### config.mk
export PLATFORM = sky130hd
export DESIGN_NAME = knight_rider_scanner
export DESIGN_NICKNAME = d
export VERILOG_FILES = /design/src/rtl/knight_rider_pkg.sv /design/src/rtl/knight_rider_scanner_button_sync_edge.sv /design/src/rtl/knight_rider_scanner.sv
export SDC_FILE = /design/constraint.sdc
export NUM_CORES = 1
export LEC_CHECK = 0
export CORE_UTILIZATION = 50
export CTS_BUF_LIST = sky130_fd_sc_hd__clkbuf_16
export DETAILED_ROUTE_END_ITERATION = 6
export PLACE_DENSITY = 0.74
export SKIP_CTS_REPAIR_TIMING = 1
export SYNTH_ARGS = -nofsm -noshare
export SYNTH_HDL_FRONTEND = slang
export SYNTH_HIERARCHICAL = 1
export SYNTH_SLANG_ARGS = --single-unit
### constraint.sdc
create_clock -name io_in -period 1.8 [get_ports io_in]
set_clock_uncertainty 0.1 [all_clocks]
set_input_delay 0.27 -clock io_in [delete_from_list [all_inputs] [get_ports io_in]]
set_output_delay 0.27 -clock io_in [all_outputs]
set_load 0.05 [all_outputs]
### src/rtl/knight_rider_pkg.sv
// Shared types and helpers for the Larson scanner: select/direction types and
// the head PWM duty lookup.
package knight_rider_pkg;

  localparam int PWM_BITS = 4;

  typedef logic [1:0] sel_t;

  typedef enum logic {
    DIR_UP   = 1'b0,
    DIR_DOWN = 1'b1
  } dir_t;

  // Head duty in sixteenths: 4, 8, 12 or 16 (16 = always on).
  function automatic logic [PWM_BITS:0] head_duty(input sel_t sel);
    head_duty = {1'b0, sel, 2'b00} + 5'd4;
  endfunction

endpackage

### src/rtl/knight_rider_scanner_button_sync_edge.sv
// Button conditioning: 2-flop synchronizer for an asynchronous push button
// followed by a single-cycle rising-edge pulse.
module button_sync_edge (
  input  logic clk,
  input  logic rst_n,
  input  logic btn,
  output logic pulse
);

  logic sync1;
  logic sync2;
  logic prev;

  // Synchronizer chain plus one history flop for edge detection.
  always_ff @(posedge clk) begin
    if (!rst_n) begin
      sync1 <= 1'b0;
      sync2 <= 1'b0;
      prev  <= 1'b0;
    end else begin
      sync1 <= btn;
      sync2 <= sync1;
      prev  <= sync2;
    end
  end

  assign pulse = sync2 & ~prev;

endmodule

### src/rtl/knight_rider_scanner.sv
// Larson scanner on the 8-in/8-out pad-ring wrapper: bouncing PWM head LED with
// button-selected speed and brightness. Define KNIGHT_RIDER_TRAIL_EN for a two-LED fading trail.
module knight_rider_scanner
  import knight_rider_pkg::*;
#(
  parameter int OUT_WIDTH = 8,
  parameter int STEP_DIV  = 64
) (
  input  logic [7:0]           io_in,
  output logic [OUT_WIDTH-1:0] io_out
);

  localparam int POS_W = $clog2(OUT_WIDTH);
  localparam int CNT_W = $clog2(8 * STEP_DIV) + 1;
  localparam logic [POS_W-1:0] POS_MAX = POS_W'(OUT_WIDTH - 1);
  localparam logic [POS_W-1:0] POS_PEN = POS_W'(OUT_WIDTH - 2);

  logic clk;
  logic rst_n;
  logic unused_pins;
  assign clk         = io_in[0];
  assign rst_n       = io_in[1];
  assign unused_pins = ^io_in[7:4];

  logic rate_pulse;
  logic bright_pulse;

  button_sync_edge u_rate_btn (
    .clk   (clk),
    .rst_n (rst_n),
    .btn   (io_in[2]),
    .pulse (rate_pulse)
  );

  button_sync_edge u_bright_btn (
    .clk   (clk),
    .rst_n (rst_n),
    .btn   (io_in[3]),
    .pulse (bright_pulse)
  );

  logic [POS_W-1:0]    pos;
  logic [POS_W-1:0]    pos_nxt;
  dir_t                dir;
  dir_t                dir_nxt;
  sel_t                speed_sel;
  sel_t                bright_sel;
  logic [CNT_W-1:0]    step_cnt;
  logic [CNT_W-1:0]    interval;
  logic                step;
  logic [PWM_BITS-1:0] pwm_cnt;
  logic [PWM_BITS:0]   head_d;
  logic [OUT_WIDTH-1:0] led;

  // Greater-or-equal lets a mid-count speed-up step immediately.
  assign interval = CNT_W'(STEP_DIV) << (2'd3 - speed_sel);
  assign step     = (step_cnt >= (interval - CNT_W'(1)));
  assign head_d   = head_duty(bright_sel);

  // Next head position and direction; endpoints reflect without a double dwell.
  always_comb begin
    pos_nxt = pos;
    dir_nxt = dir;
    if (step) begin
      case (dir)
        DIR_UP: begin
          if (pos == POS_MAX) begin
            dir_nxt = DIR_DOWN;
            pos_nxt = POS_PEN;
          end else begin
            pos_nxt = pos + POS_W'(1);
          end
        end
        DIR_DOWN: begin
          if (pos == {POS_W{1'b0}}) begin
            dir_nxt = DIR_UP;
            pos_nxt = POS_W'(1);
          end else begin
            pos_nxt = pos - POS_W'(1);
          end
        end
        default: begin
          dir_nxt = DIR_UP;
          pos_nxt = {POS_W{1'b0}};
        end
      endcase
    end else begin
      pos_nxt = pos;
    end
  end

  // Core state: head, timers, selects and the registered LED drive.
  always_ff @(posedge clk) begin
    if (!rst_n) begin
      pos        <= {POS_W{1'b0}};
      dir        <= DIR_UP;
      speed_sel  <= 2'd0;
      bright_sel <= 2'd3;
      step_cnt   <= {CNT_W{1'b0}};
      pwm_cnt    <= {PWM_BITS{1'b0}};
      io_out     <= {OUT_WIDTH{1'b0}};
    end else begin
      pos      <= pos_nxt;
      dir      <= dir_nxt;
      step_cnt <= step ? {CNT_W{1'b0}} : (step_cnt + CNT_W'(1));
      pwm_cnt  <= pwm_cnt + PWM_BITS'(1);
      if (rate_pulse) begin
        speed_sel <= speed_sel + 2'd1;
      end
      if (bright_pulse) begin
        bright_sel <= bright_sel + 2'd1;
      end
      io_out <= led;
    end
  end

`ifdef KNIGHT_RIDER_TRAIL_EN
  logic [POS_W-1:0] p1;
  logic [POS_W-1:0] p2;
  logic             p1_valid;
  logic             p2_valid;

  // Trail history shifts once per head step.
  always_ff @(posedge clk) begin
    if (!rst_n) begin
      p1       <= {POS_W{1'b0}};
      p2       <= {POS_W{1'b0}};
      p1_valid <= 1'b0;
      p2_valid <= 1'b0;
    end else if (step) begin
      p2       <= p1;
      p2_valid <= p1_valid;
      p1       <= pos;
      p1_valid <= 1'b1;
    end
  end

  // LED pattern; the head is written last so it overrides a coinciding trail.
  always_comb begin
    led = {OUT_WIDTH{1'b0}};
    if (p2_valid && ({1'b0, pwm_cnt} < (head_d >> 2))) begin
      led[p2] = 1'b1;
    end else begin
      led = led;
    end
    if (p1_valid && ({1'b0, pwm_cnt} < (head_d >> 1))) begin
      led[p1] = 1'b1;
    end else begin
      led = led;
    end
    led[pos] = ({1'b0, pwm_cnt} < head_d);
  end
`else
  // LED pattern: only the PWM-modulated head.
  always_comb begin
    led      = {OUT_WIDTH{1'b0}};
    led[pos] = ({1'b0, pwm_cnt} < head_d);
  end
`endif

endmodule

==> results of run 1 <==
## how the worst min path moves through the flow
stage                         from                  to  slack, ns
final                     io_in[3]  u_bright_btn/sync1      -0.26
after global routing      io_in[3]  u_bright_btn/sync1      -0.26
after CTS                 io_in[3]  u_bright_btn/sync1      -0.26
after detailed placement  io_in[1]       bright_sel[0]      -0.02
after global placement    io_in[1]       bright_sel[0]      -0.02
after floorplan           io_in[1]  u_bright_btn/sync1       0.02
## layout by cell type, fill, tap and decap left out, drive strengths merged, types with 2 or more instances in the layout
master | netlist | layout
a21oi | 6 | 6
and2 | 9 | 9
and3 | 3 | 3
buf | 2 | 16
bufinv | 0 | 2
clkbuf | 0 | 32
clkinv | 0 | 4
dfxtp | 36 | 36
ha | 16 | 16
inv | 10 | 19
mux2i | 3 | 3
nand2 | 9 | 9
nand2b | 2 | 2
nand3 | 8 | 8
nand4 | 3 | 3
nor2 | 23 | 23
nor2b | 2 | 2
nor3 | 6 | 6
o21a | 2 | 2
o21ai | 2 | 2
o221a | 2 | 2
xnor2 | 8 | 8
xor2 | 6 | 6
## worst max-delay path: cells and delay by family (launching register included)
kind	cells	cell delay [ns]
AO/OA/AOI/OAI	2	0.37
XOR/XNOR	1	0.16
adder cells (fa/ha/maj)	2	0.48
flip-flops	1	0.39
buffers and inverters	1	0.06
AND/OR/NAND/NOR	2	0.64
## cells by family after synthesis
| logic type | share of synthesized area |
|---|---|
| and+or+nand+nor | 0.219 |
| DFF | 0.455 |
| adders and majority gates | 0.126 |
| AOI/OAI and AO/OA | 0.0688 |
| xor gates and xnor gates | 0.0775 |
| buffers and inverters | 0.0340 |
| muxes | 0.0190 |
## through the flow
stage	setup TNS [ns]	setup WS (ns)
finish	-6.25	-0.468
global placement	-2.23	-0.200
CTS	-7.34	-0.609
global route	-7.43	-0.485
detailed placement	-2.62	-0.229
floorplan	-1.50	-0.149
## power by group through the flow
stage | registers, µW | clock network [µW] | logic [µW]
finish | 888 | 5040 | 0.000407
global route | 888 | 5230 | 0.000407
CTS | 891 | 5110 | 0.000361
detailed placement | 917 | 381 | 0.000361
global placement | 917 | 381 | 0.000361
floorplan | 917 | 464 | 0.000302
## layout make-up
cell class	count	area [µm²]	share of cell area
multi-input combinational	115	966	0.344
clock buffer	32	801	0.285
sequential	36	728	0.259
timing repair buffer	16	124	0.0441
clock inverter	16	96.3	0.0343
tap	44	55.1	0.0196
inverter	9	41.3	0.0147
## metal layers
metal  share of wire  vias to the layer above  track usage  routed length (µm)
met5               0                        -            0                   0
met4           0.058                        0        0.476                 345
met3           0.096                       48        0.324                 568
met2            0.51                      123        0.402                3020
met1            0.34                      724        0.206                2000
li1                -                      656            -                   -
## state kept, by name, indices dropped and copies added, names as in the netlist
| name | flops |
|---|---|
| pwm_cnt | 4 |
| u_rate_btn/sync2 | 1 |
| io_out | 8 |
| speed_sel | 2 |
| u_bright_btn/sync2 | 1 |
| pos | 3 |
| dir | 1 |
| u_rate_btn/sync1 | 1 |
| bright_sel | 2 |
| u_bright_btn/sync1 | 1 |
| u_rate_btn/prev | 1 |
| step_cnt | 10 |
| u_bright_btn/prev | 1 |
==> flow_summary.json, run 1 <==
{
  "p_clk_frac": 0.850,
  "dieArea_um2": 3390,
  "ys.flop_type": "dfxtp_1",
  "slew-limit-headroom": 0.755,
  "worstPathRequired_ns": 1.92,
  "routed_wl_mm": 5.93,
  "end_kind": "flop",
  "yosysMostFrequentCell": "dfxtp_1",
  "p_sw_uw": 1600,
  "worst_hold_path_type": "clock port to flop",
  "clock.fmax_ghz": 0.441,
  "io-pin-count": 16,
  "drt-initial-drc-count": 102,
  "antennaDiodeCount": 0,
  "rrSetupSlack_ns": -0.47,
  "initial_utilization": 0.523,
  "grt_max_degree": 13,
  "vias": 1551,
  "grt_setup_unrepaired": "yes",
  "cpPeakStageDelay_ns": 0.47,
  "fin_area_um2": 2810,
  "ys_top_cells_by_count": "dfxtp_1, nor2_1, ha_1, inv_1",
  "drc": 0,
  "holdWs_ns": -0.261,
  "grt_pass1_wl_mm": 7.28,
  "synth_area_per_cell_um2": 9.71,
  "worst_pin_slew_ns": 0.367,
  "hpwl_mm": 1.76,
  "setup_violations": 31,
  "crit_path_end": "pos[2]",
  "core_um2": 3030,
  "synth.area.top_cells": "dfxtp_1, ha_1, nor2_1",
  "slew_violations": 0,
  "avgViaCountPerCell": 5.79,
  "whs_path_depth": 1,
  "path_clk_slew_ns": 0.06,
  "cpMostUsedCell": "ha_4",
  "postRouteAntennaNets": 0,
  "finalPower_uw": 5920,
  "antenna_found_initial": 0,
  "p_sw_frac": 0.270,
  "syn_nets": 187,
  "rr_endpoint": "pos[2]",
  "die_x_um": 58.3,
  "arrival_ns": 2.39,
  "cp-start-kind": "flop",
  "hold_viol": 2,
  "yosysTopAreaCell": "dfxtp_1",
  "power_leakage_uw": 0.00131,
  "crit_chain": "inv_4 > ha_4 > xnor2_4 > ha_4 > nand4_1 > or3_4 > a21oi_2 > o221a_1",
  "fin_cells": 268,
  "fin_util": 0.929,
  "synth_area_um2": 1580,
  "dr.pass1.iters": 4,
  "status": "complete, but fails checks",
  "clock_latency_ns": 0.28,
  "worstPathMaxFanout": 5,
  "peakVddDrop_v": 0.00182,
  "slowest_stage": "or3_4",
  "wl_per_cell_um": 22.1,
  "synth_cells": 163,
  "violations": "negative hold slack, negative setup slack",
  "grt_usage": 0.318,
  "setup.worst_path.start": "speed_sel[1]",
  "p_int_uw": 4320,
  "yosysWarnings": 6,
  "async_flop_share": 0,
  "area_growth_pct": 77.6,
  "ys_seq_elements": 36,
  "placedCellCount": 217,
  "p_per_area_nw_per_um2": 2110,
  "synth_top_area_frac": 0.455,
  "dpl_cell_area_um2": 1720,
  "synth_cell_types": 29,
  "critPathKind": "flop to flop",
  "die_h_um": 58.3,
  "grt.overflow.total": 0,
  "synth-seq-area-share": 0.455,
  "p_seq_frac": 0.150,
  "rows": 20,
  "tritoncts": "built",
  "period_share": 1.26,
  "io_buffer_count": 8,
  "fin_crit_ns": 2.27,
  "synth_edf_count": 0,
  "grt_pass1_vias": 1940,
  "comb_power_share": 0,
  "place.gp.congestion": 0.835,
  "cap_viol_max_count": 0,
  "drive_above_1_share": 0.388,
  "layout.nets": 239,
  "fin_ws_ns": -0.468,
  "r2r_start": "speed_sel[1]",
  "fillers": 89,
  "r2r_cells": 8
}
Note: power is estimated with default switching activity, not from simulation.
==> inputs of run 2 (changes only) <==
Settings changed: CORE_UTILIZATION 50 to 55, PLACE_DENSITY 0.74 to 0.77.
Clock period 1.8 ns to 2.2 ns, I/O delays scaled along.
==> run 2 against run 1 <==
The flow now stops in 5_1_grt. Synthesized area stayed put. Synthesized cell count stayed put.
==> flow_summary.json, run 2 <==
{
  "grt_max_degree": 11,
  "die_h_um": 55.6,
  "worstEpCategory": "sequential cell input",
  "die_x_um": 55.6,
  "ys.flop_type": "dfxtp_1",
  "synth-seq-area-share": 0.455,
  "initial_utilization": 0.579,
  "place.gp.congestion": 0.788,
  "yosysTopAreaCell": "dfxtp_1",
  "tool.error": "[ERROR DPL-0038] Utilization greater than 100%, impossible to legalize",
  "synth_cells": 163,
  "synth_area_per_cell_um2": 9.71,
  "synth_edf_count": 0,
  "hpwl_mm": 1.89,
  "worst_endpoint": "pos[2]$_SDFFE_PN0P_/D",
  "io_buffer_count": 8,
  "rows": 19,
  "yosysMostFrequentCell": "dfxtp_1",
  "ys_top_cells_by_count": "dfxtp_1, nor2_1, ha_1, inv_1",
  "yosysWarnings": 6,
  "synth.area.top_cells": "dfxtp_1, ha_1, nor2_1",
  "syn_nets": 187,
  "placedCellCount": 200,
  "ys_seq_elements": 36,
  "status": "stopped before the end",
  "stop_stage": "5_1_grt",
  "async_flop_share": 0,
  "io-pin-count": 16,
  "synth_cell_types": 29,
  "synth_area_um2": 1580,
  "synth_top_area_frac": 0.455
}
-- run 2: cell counts after synthesis --
Identical to the previous run, type by type.
-- run 2: through the flow --
stage / hold WS (ns) / TNS [ns] / instance area, µm² / setup WS (ns) / util
global placement: -0.0218 / 0 / 1690 / 0.143 / 0.616
detailed placement: -0.0218 / 0 / 1690 / 0.0524 / 0.616
CTS: -0.223 / -4.03 / 2600 / -0.362 / 0.950
floorplan: 0.0217 / 0 / 1580 / 0.178 / -
-- run 2: cells by family after synthesis --
logic type | synth area share
flip-flops | 0.455
AO/OA/AOI/OAI | 0.0688
XOR/XNOR | 0.0775
AND/OR/NAND/NOR | 0.219
buffers and inverters | 0.0340
multiplexers | 0.0190
adder cells (fa/ha/maj) | 0.126
==> inputs of run 3 (changes only) <==
Settings changed: CORE_UTILIZATION 55 to 40, CTS_BUF_LIST sky130_fd_sc_hd__clkbuf_16 to not set, PLACE_DENSITY 0.77 to not set, PLACE_DENSITY_LB_ADDON set to 0.15.
==> run 3 against run 2 <==
The flow now finishes, with violations (negative hold slack).
==> flow_summary.json, run 3 (synthesized netlist as in run 1, its figures left out) <==
{
  "initial_utilization": 0.426,
  "fin_util": 0.660,
  "place_ws_ns": 0.0474,
  "drt-initial-drc-count": 29,
  "grt_pass1_wl_mm": 5.69,
  "drc": 0,
  "p_per_area_nw_per_um2": 1480,
  "grtUsageMet3": 0.190,
  "grt_max_degree": 12,
  "antenna_found_initial": 0,
  "wl_per_cell_um": 12.2,
  "slowest_stage": "or3_4",
  "core_um2": 3720,
  "routed_wl_mm": 3.25,
  "dieArea_um2": 4210,
  "r2r_cells": 9,
  "place.gp.congestion": 0.775,
  "vias": 1301,
  "clock_latency_ns": 0.29,
  "top_regs": "step_cnt: 10 flops, io_out: 8 flops, pwm_cnt: 4 flops",
  "holdPathEnd": "u_bright_btn/sync1",
  "cap_viol_max_count": 0,
  "arrival_ns": 2.31,
  "mostFrequentLayoutCell": "dfxtp_1",
  "fin_ws_ns": 0.0266,
  "worstPathMaxFanout": 4,
  "antennaDiodeCount": 0,
  "drive_above_1_share": 0.283,
  "fin_crit_ns": 2.17,
  "postRouteAntennaNets": 0,
  "cp-start-kind": "flop",
  "worstPathRequired_ns": 2.34,
  "grt_pass1_vias": 1735,
  "die_h_um": 64.9,
  "tritoncts": "built",
  "clock.fmax_ghz": 0.460,
  "grt.busiest_layer": "met4",
  "grt_util_met2": 0.186,
  "avgViaCountPerCell": 4.87,
  "grt.overflow.total": 0,
  "crit_family": "simple AND/OR/NAND/NOR gates",
  "setup.worst_path.start": "speed_sel[1]",
  "power_leakage_uw": 0.00112,
  "rows": 22,
  "hpwl_mm": 1.78,
  "largest_reg_flops": 10,
  "whs_path_depth": 1,
  "finalPower_uw": 3630,
  "dr.pass1.iters": 4,
  "crit_chain": "inv_2 > ha_4 > xnor2_2 > ha_1 > nand4_1 > or3_4 > buf_6 > a21boi_2 > o221a_2",
  "period_share": 0.988,
  "peakVddDrop_v": 0.00118,
  "area_growth_pct": 55.0,
  "layout_common_cells": "dfxtp_1, clkbuf_8, nor2_1",
  "io_buffer_count": 8,
  "grt_usage": 0.189,
  "hold_viol": 2,
  "io-pin-count": 16,
  "critPathKind": "flop to flop",
  "layout.nets": 234,
  "end_kind": "flop",
  "grt_setup_unrepaired": "yes",
  "critPathBufInv": 2,
  "rrSetupSlack_ns": 0.03,
  "r2r_start": "speed_sel[1]",
  "path_clk_slew_ns": 0.07,
  "status": "complete, but fails checks",
  "cp_num_cells": 9,
  "worst_pin_slew_ns": 0.506,
  "setup_violations": 0,
  "min_from": "io_in[3]",
  "tns_ns": 0,
  "slew-limit-headroom": 0.662,
  "holdWs_ns": -0.256,
  "slew_violations": 0,
  "met1_usage": 0.144,
  "cpPeakStageDelay_ns": 0.41,
  "violations": "negative hold slack",
  "regMostFlops": "step_cnt",
  "die_x_um": 64.9,
  "worst_hold_path_type": "clock port to flop",
  "rr_endpoint": "dir"
}
[run 3: where the power goes]
part / internal (µW) / total (µW) / switching [µW]
Clock: 1990 / 2900 / 914
Combinational: 0 / 0.000347 / 0
Sequential: 726 / 726 / 0
[run 3: how the worst max path moves through the flow]
stage               slack, ns     endpoint
floorplan                0.18          dir
global route            -0.10       pos[2]
detailed placement       0.05          dir
CTS                     -0.16  step_cnt[0]
global placement         0.12          dir
finish                   0.03          dir
[run 3: layout make-up]
cell class	instances	area, µm²
Fill cell	295	1260
Multi-Input combinational cell	115	866
Sequential cell	36	728
Clock buffer	38	552
Timing Repair Buffer	11	119
Clock inverter	10	92.6
Tap cell	48	60.1
Inverter	9	36.3
[run 3: layer usage]
| metal | wire, µm | up-vias |
|---|---|---|
| met5 | 0 | - |
| met4 | 126 | 0 |
| met2 | 1510 | 56 |
| met3 | 283 | 18 |
| met1 | 1330 | 586 |
| li1 | - | 641 |
[run 3: per-stage QoR]
stage | std cells | cell area [µm²]
floorplan | 163 | 1580
global placement | 217 | 1710
detailed placement | 217 | 1710
CTS | 265 | 2360
global route | 267 | 2450
finish | 267 | 2450
